File: config.mk
export PLATFORM = sky130hd
export DESIGN_NAME = data_settle
export DESIGN_NICKNAME = d
export VERILOG_FILES = /design/src/rtl/alarm_pkg.sv /design/src/rtl/settle_cell.sv /design/src/rtl/data_settle.sv
export SDC_FILE = /design/constraint.sdc
export NUM_CORES = 1
export LEC_CHECK = 0
export CORE_MARGIN = 5
export CORE_UTILIZATION = 50
export DETAILED_ROUTE_END_ITERATION = 16
export PLACE_DENSITY_LB_ADDON = 0.12
export SETUP_SLACK_MARGIN = 0.5
export SLEW_MARGIN = 5
export SYNTH_ARGS = -nofsm -noshare
export SYNTH_HDL_FRONTEND = slang
export SYNTH_SLANG_ARGS = --single-unit
File: constraint.sdc
create_clock -name clk_sync_i -period 8.02 [get_ports clk_sync_i]
set_input_delay 1.203 -clock clk_sync_i [delete_from_list [all_inputs] [get_ports clk_sync_i]]
set_output_delay 1.203 -clock clk_sync_i [all_outputs]
set_load 0.02 [all_outputs]
File: src/rtl/alarm_pkg.sv
// Shared alarm-path definitions: update FSM states and default array geometry
// common to the synchronizer and the settling stage.
package alarm_pkg;

    localparam int ARRAY_W_DEF = 9;
    localparam int DATA_W_DEF  = 12;

    typedef enum logic {
        IDLE    = 1'b0,
        PRESENT = 1'b1
    } upd_state_e;

    typedef logic [DATA_W_DEF-1:0] entry_t;

endpackage

File: src/rtl/settle_cell.sv
// One array entry: accepts a new value only after it has held for STABLE_CYC
// consecutive equal compares, and pulses commit_o on the edge it is taken.
module settle_cell #(
    parameter int DATA_W     = 12,
    parameter int STABLE_CYC = 4
) (
    input  logic              clk_sync_i,
    input  logic              rst_i,
    input  logic [DATA_W-1:0] data_i,
    output logic [DATA_W-1:0] settled_o,
    output logic              commit_o
);

    localparam int CNT_W = $clog2(STABLE_CYC + 1);
    localparam logic [CNT_W-1:0] CNT_MAX  = CNT_W'(STABLE_CYC);
    localparam logic [CNT_W-1:0] CNT_LAST = CNT_W'(STABLE_CYC - 1);

    logic [DATA_W-1:0] prev;
    logic [CNT_W-1:0]  cnt;
    logic              same;

    assign same = (data_i == prev);

    // Saturating cnt means cnt==CNT_LAST is hit once per steady run, so one commit per run.
    assign commit_o = same && (cnt == CNT_LAST) && (prev != settled_o);

    always_ff @(posedge clk_sync_i or posedge rst_i) begin
        if (rst_i) begin
            prev      <= '0;
            cnt       <= '0;
            settled_o <= '0;
        end else begin
            prev <= data_i;
            if (!same) begin
                cnt <= '0;
            end else if (cnt != CNT_MAX) begin
                cnt <= cnt + 1'b1;
            end
            if (commit_o) begin
                settled_o <= prev;
            end
        end
    end

endmodule

File: src/rtl/data_settle.sv
// Settling stage: per-entry stability filter plus a round-robin publisher that
// streams committed (index, data) updates over a valid/ready handshake.
//
//   state   | meaning
//   IDLE    | no update presented; scan pending from rr_ptr for the next entry
//   PRESENT | upd_idx_o/upd_data_o held with upd_valid_o until upd_ready_i
module data_settle
    import alarm_pkg::*;
#(
    parameter int  ARRAY_W    = ARRAY_W_DEF,
    parameter int  DATA_W     = DATA_W_DEF,
    parameter int  STABLE_CYC = 4,
    localparam int IDX_W      = (ARRAY_W > 1) ? $clog2(ARRAY_W) : 1
) (
    input  logic                           clk_sync_i,
    input  logic                           rst_i,
    input  logic [ARRAY_W-1:0][DATA_W-1:0] sync_data_i,
    output logic [ARRAY_W-1:0][DATA_W-1:0] settled_data_o,
    output logic [ARRAY_W-1:0]             pending_o,
    output logic                           upd_valid_o,
    output logic [IDX_W-1:0]               upd_idx_o,
    output logic [DATA_W-1:0]              upd_data_o,
    input  logic                           upd_ready_i
);

    logic [ARRAY_W-1:0] commit_vec;
    logic [ARRAY_W-1:0] clr_vec;
    logic [IDX_W-1:0]   rr_ptr;
    logic [IDX_W-1:0]   pick_idx;
    logic [IDX_W:0]     scan_idx;
    logic               pick_found;
    logic               accept;
    upd_state_e         state;

    for (genvar i = 0; i < ARRAY_W; i++) begin : g_cell
        settle_cell #(
            .DATA_W     (DATA_W),
            .STABLE_CYC (STABLE_CYC)
        ) u_cell (
            .clk_sync_i (clk_sync_i),
            .rst_i      (rst_i),
            .data_i     (sync_data_i[i]),
            .settled_o  (settled_data_o[i]),
            .commit_o   (commit_vec[i])
        );
    end

    assign accept  = upd_valid_o && upd_ready_i;
    assign clr_vec = accept ? (ARRAY_W'(1) << upd_idx_o) : '0;

    // First set pending bit at or after rr_ptr, wrapping past the last entry.
    always_comb begin
        pick_found = 1'b0;
        pick_idx   = '0;
        scan_idx   = '0;
        for (int k = 0; k < ARRAY_W; k++) begin
            scan_idx = {1'b0, rr_ptr} + (IDX_W+1)'(k);
            if (scan_idx >= (IDX_W+1)'(ARRAY_W)) begin
                scan_idx = scan_idx - (IDX_W+1)'(ARRAY_W);
            end
            if (!pick_found && pending_o[scan_idx[IDX_W-1:0]]) begin
                pick_found = 1'b1;
                pick_idx   = scan_idx[IDX_W-1:0];
            end
        end
    end

    always_ff @(posedge clk_sync_i or posedge rst_i) begin
        if (rst_i) begin
            state       <= IDLE;
            pending_o   <= '0;
            rr_ptr      <= '0;
            upd_valid_o <= 1'b0;
            upd_idx_o   <= '0;
            upd_data_o  <= '0;
        end else begin
            // A commit on the accept edge of the same entry keeps it pending.
            pending_o <= (pending_o & ~clr_vec) | commit_vec;
            case (state)
                IDLE: begin
                    if (pick_found) begin
                        upd_idx_o   <= pick_idx;
                        upd_data_o  <= settled_data_o[pick_idx];
                        upd_valid_o <= 1'b1;
                        state       <= PRESENT;
                    end
                end
                PRESENT: begin
                    if (accept) begin
                        upd_valid_o <= 1'b0;
                        rr_ptr      <= (upd_idx_o == IDX_W'(ARRAY_W - 1)) ? '0 : upd_idx_o + 1'b1;
                        state       <= IDLE;
                    end
                end
            endcase
        end
    end

endmodule

-- Word level (Yosys, flattened, before mapping)
Index checks and enable logic that the tools add are counted.
- register bits after elaboration: 274
- logic and storage cells: 243
- $add $sub $neg: 27
- order comparisons: 19
- eq/ne operators: 48
- shift operators: 1
- mux-type cells: 73
- bitwise operators: 4
- reductions and logical operators: 38
- operator list (kind ; number):
    == test 12 bit ; 9
    != test 12 bit ; 9
    2-to-1 mux 4 bit ; 19
    2-to-1 mux 3 bit ; 18
    < comparator 4 x 5 -> 1 bit (second input constant) ; 10
    binary-select mux 12 bit (select 4 bit) ; 1
    greater-or-equal comparator 5 x 4 -> 1 bit (second input constant) ; 8
    binary-select mux 1 bit (select 4 bit) ; 9
    subtractor 4 bit (second input constant) ; 9
    adder 3 x 1 -> 3 bit (second input constant) ; 9
    == test 3 x 2 -> 1 bit (second input constant) ; 9
    logical AND 1 bit ; 27
    != test 3 bit (second input constant) ; 9
    2-to-1 mux 1 bit ; 22
    != test 2 bit (second input constant) ; 11
    adder 4 x 3 -> 5 bit (second input constant) ; 4
    2-to-1 mux 12 bit ; 1
    adder 4 x 2 -> 5 bit (second input constant) ; 2
    bitwise AND 9 bit ; 1
    2-to-1 mux 9 bit ; 1
    inverter 9 bit ; 1
    OR 9 bit ; 1
    << shifter 1 x 4 -> 9 bit (first input constant) ; 1
    zero test 1 bit ; 8
    8 further kinds ; 11

-- Depth between registers and ports, before layout
- depth after elaboration: 31
- depth in mapped cells: 23

-- Cells and area by module
Synthesis repeated with hierarchy kept, for this count alone.
- cells, all modules: 1588
- area, all modules: 17300.3 µm²
- by module, submodules not included (module ; times used ; cells each ; area an instance (µm²) ; sequential area each (µm²)):
    settle_cell (g_cell[0].u_cell ...) ; 6 ; 93 ; 1208.7 ; 675.6
    data_settle ; 1 ; 769 ; 6242.2 ; 775.7
    settle_cell (g_cell[6].u_cell ...) ; 3 ; 87 ; 1268.7 ; 675.6

-- Worst setup path before layout
Ideal clock, no wire load.
- path type: reg-to-reg
- start: register rr_ptr[1]
- end: register upd_data_o[11]
- setup time: 119 ps
- arrival time: 4635 ps
- slack: 3266 ps
- stages on the path, launching flop included: 21
- buffers on the path: 4
- period minus slack after synthesis: 4754 ps
- cells stage by stage: dfrtp_1 -> buf_2 -> inv_1 -> ha_1 -> ha_1 -> buf_2 -> and3_1 -> a211oi_2 -> xnor2_1 -> mux2_2 -> o2bb2ai_2 -> a211oi_4 -> and2_4 -> and4_1 -> a21oi_1 -> a211oi_4 -> buf_6 -> buf_8 -> mux2i_1 -> o22ai_1 -> o21a_1
- longest elaborated chain between the ends: 31
- elaborated cells between the ends (all ways): 90
- those cells by class: add/sub: 17; order compare: 9; mux: 47; reduce/logical: 17
- ends and longest elaborated chain (what ; line ; source):
    start, declared ; data_settle.sv:28 ; logic [IDX_W-1:0] rr_ptr;
    start signal, assigned ; data_settle.sv:91 ; rr_ptr <= (upd_idx_o == IDX_W'(ARRAY_W - 1)) ? '0 : upd_idx_o + 1'b1;
    parallel branches: the longest is 31 deep, another holds adder 4 x 1 -> 5 bit ; - ;
    end signal, assigned ; data_settle.sv:83 ; upd_data_o <= settled_data_o[pick_idx];
    end, declared ; data_settle.sv:22 ; output logic [DATA_W-1:0] upd_data_o,
Several ways; the timed one is not identified. The select of a mux whose other input is x is not followed.
A chain may end at the register's enable or synchronous reset.

-- Worst setup path in the final report
- start: register rr_ptr[3]
- end: register upd_data_o[3]
The elaborated chain is that of the path after synthesis.

==> results_dict.tcl <==
set metrics [dict create \
    clock_latency_ns 0.58 \
    die_y_um 193 \
    nets 1980 \
    antenna_left 0 \
    max_freq_ghz 0.183 \
    worst_path_most_repeated_cell "nand3_1" \
    ys_seq_elements 274 \
    viasPerCell 5.89 \
    yosysTopAreaCell "dfrtp_1" \
    post-place-ws_ns 2.61 \
    grt_antenna_before_repair 0 \
    grt_max_degree 152 \
    yosys.area_share.adder 0.0413 \
    fin_setup_tns_ns 0 \
    p_int_w 0.00227 \
    skew_ns 0.0416 \
    row_count 66 \
    grt_pass1_vias 13599 \
    syn_to_final_growth_pct 22.9 \
    rsz0062_at_grt "no" \
    max-cap-violations 0 \
    drtIter0Drc 936 \
    critPathBufInv 2 \
    slowest_delay_ns 0.60 \
    synth.area.top_cells "dfrtp_1, xor2_1, mux2_2" \
    synthCells 1587 \
    numCtsBuffers 30 \
    pwr-share-seq 0.490 \
    hold_viol_final 0 \
    drc 0 \
    post_cts_buffers 0 \
    gp_congestion 0.951 \
    wirelength_mm 51.8 \
    drive_gt1_frac 0.129 \
    synth_nets 1753 \
    synth-compound-area-share 0.130 \
    cp_max_fo 14 \
    async_flop_share 1.00 \
    power.switching_w 0.000678 \
    hp-class "flip-flop to flip-flop" \
    utilization 0.626 \
    worstMarginPinSlew_ns 0.917 \
    muxShareOfSynthArea 0.122 \
    swShare 0.230 \
    port-buffer-count 244 \
    endpoint_kind "flip-flop" \
    reg2reg_slack_ns 2.57 \
    cts_tree "done" \
    worstSetupPathType "flip-flop to flip-flop" \
    max-vdd-ir-drop_v 0.000191 \
    most-common-layout-cells "dfrtp_1, clkdlybuf4s50_1, xor2_1, mux2_2, nand2_1" \
    pwr-share-clk 0.453 \
    synth_top_family_by_area "XOR/XNOR gates" \
    ys_seq_area_frac 0.411 \
    drv_slew 0 \
    path_delay_family "simple AND/OR/NAND/NOR gates" \
    h-tree-depth 1 \
    grt_overflow 0 \
    relSlewSlack 0.388 \
    postPlaceCellArea_um2 19500 \
    combPwrFrac 0.058 \
    cts_resized 0 \
    die_w_um 193 \
    mostFrequentLayoutCell "dfrtp_1" \
    clkTransAtPathRegs_ns 0.06 \
    start_kind "flip-flop" \
    worst_path_max_delay_cell "dfrtp_1" \
    fin_area_um2 20500 \
    power_density_nw_per_um2 144 \
    syn-cell-area_um2 16700 \
    period_minus_slack_ns 5.45 \
    outcome "complete, no violations" \
    ys_warn_count 0 \
    yosysUniqueCellTypes 97 \
    p_leak_nw 8.68 \
    grt_usage 0.274 \
    dp_hpwl_mm 39.7 \
    ys.flop_type "dfrtp_1" \
    fin_hold_ws_ns 0.536 \
    die-area_um2 37100 \
    start_util 0.510 \
    worstPathRequired_ns 8.48 \
    syn_avg_cell_area_um2 10.5 \
    synth_edf_count 0 \
    synthXorXnorAreaFrac 0.133 \
    crit_arrival_ns 5.91 \
    cts_sinks 274 \
    root_buffer "clkbuf_16" \
    ioPinCount 245 \
    yosys.area_share.simple 0.130 \
    setup_viol 0 \
    dr.pass1.iters 5 \
    ctsHoldBuffers 0 \
    cts_buffer_depth 3 \
    synth.top_cell.area_share 0.411 \
    vias 13418 \
    grt_pass1_wl_mm 79.5 \
    crit_chain "inv_4 -> ha_1 -> inv_1 -> o211ai_1 -> nand2_1 -> and2_1 -> o311ai_1 -> nand3_1 -> nor4_2 -> nand3_1 -> o2111ai_1 -> a21o_1 -> or2_2 -> nor2_1 -> o31a_1" \
    setup_ws_ns 2.57 \
    finalCritPeriodShare 0.680 \
    routedWlPerCell_um 22.7 \
    core_area_um2 32700 \
]
## registers in the layout (all words and copies together), names as in the netlist
register,cells
upd_valid_o,1
upd_data_o,12
g_cell.u_cell.settled_o,108
g_cell.u_cell.cnt,27
rr_ptr,4
pending_o,9
state,1
g_cell.u_cell.prev,108
upd_idx_o,4
## worst paths after layout
path / from / endpoint / cells after the start
max: rr_ptr[3] / upd_data_o[3] / 15
min: state / state / 1
max reg2reg: rr_ptr[3] / upd_data_o[3] / 15
min reg2reg: state / state / 1
max in group asynchronous: rst_i / g_cell[2].u_cell.settled_o[4] / 4
min in group asynchronous: rst_i / g_cell[0].u_cell.prev[0] / 3
## worst reg2reg max path, delay by kind of cell (launching register included)
kind	cells	cell delay, ns
adder cells (fa/ha/maj)	1	0.46
AND/OR/NAND/NOR	7	2.03
flip-flops	1	0.60
AO/OA/AOI/OAI	5	1.98
buffers and inverters	2	0.26
## per-stage QoR
stage	total power, W	cells
floorplan	0.00154	1587
global placement	0.00164	2224
detailed placement	0.00164	2224
CTS	0.00297	2279
global route	0.00305	2279
finish	0.00295	2280
## power groups by stage
stage               clock network (W)  registers (W)  logic (W)
CTS                           0.00136        0.00144   0.000174
global placement                    0        0.00147   0.000170
global route                  0.00142        0.00145   0.000189
floorplan                           0        0.00146  0.0000835
detailed placement                  0        0.00147   0.000172
finish                        0.00134        0.00144   0.000171
## area by class of cell
cell class | count | area (um^2)
Timing Repair Buffer | 264 | 2620
Inverter | 53 | 205
Sequential cell | 274 | 6860
Tap cell | 442 | 553
Clock inverter | 14 | 134
Fill cell | 2684 | 12200
Clock buffer | 41 | 842
Multi-Input combinational cell | 1191 | 9270
Antenna cell | 1 | 2.50
## kinds of logic (layout without fill, tap and decap cells)
kind of cell,after synthesis,after routing
compound gates,281,281
xor+xnor,249,249
fa+ha+maj,55,55
buf+inv,122,372
flops,274,274
mux,188,188
other cells,0,1
simple gates,418,418
## synth_stat cells (26+ instances only)
library cell,instances
nand2_1,106
xnor2_1,99
mux2_2,115
nor2_1,84
dfrtp_1,274
nor3_1,26
o21ai_0,36
ha_1,55
nand3_1,45
a21oi_1,41
mux2i_1,73
inv_1,51
nand4_1,29
nor4_1,44
xor2_1,148
## per-layer routing
layer	up-vias	wire, um	GRT usage
met5	-	0	0
met3	82	3200	0.0407
met1	6640	22800	0.385
met2	504	24100	0.443
li1	6192	-	-
met4	0	1660	0.0817
Power figures use the tool's default switching activity.
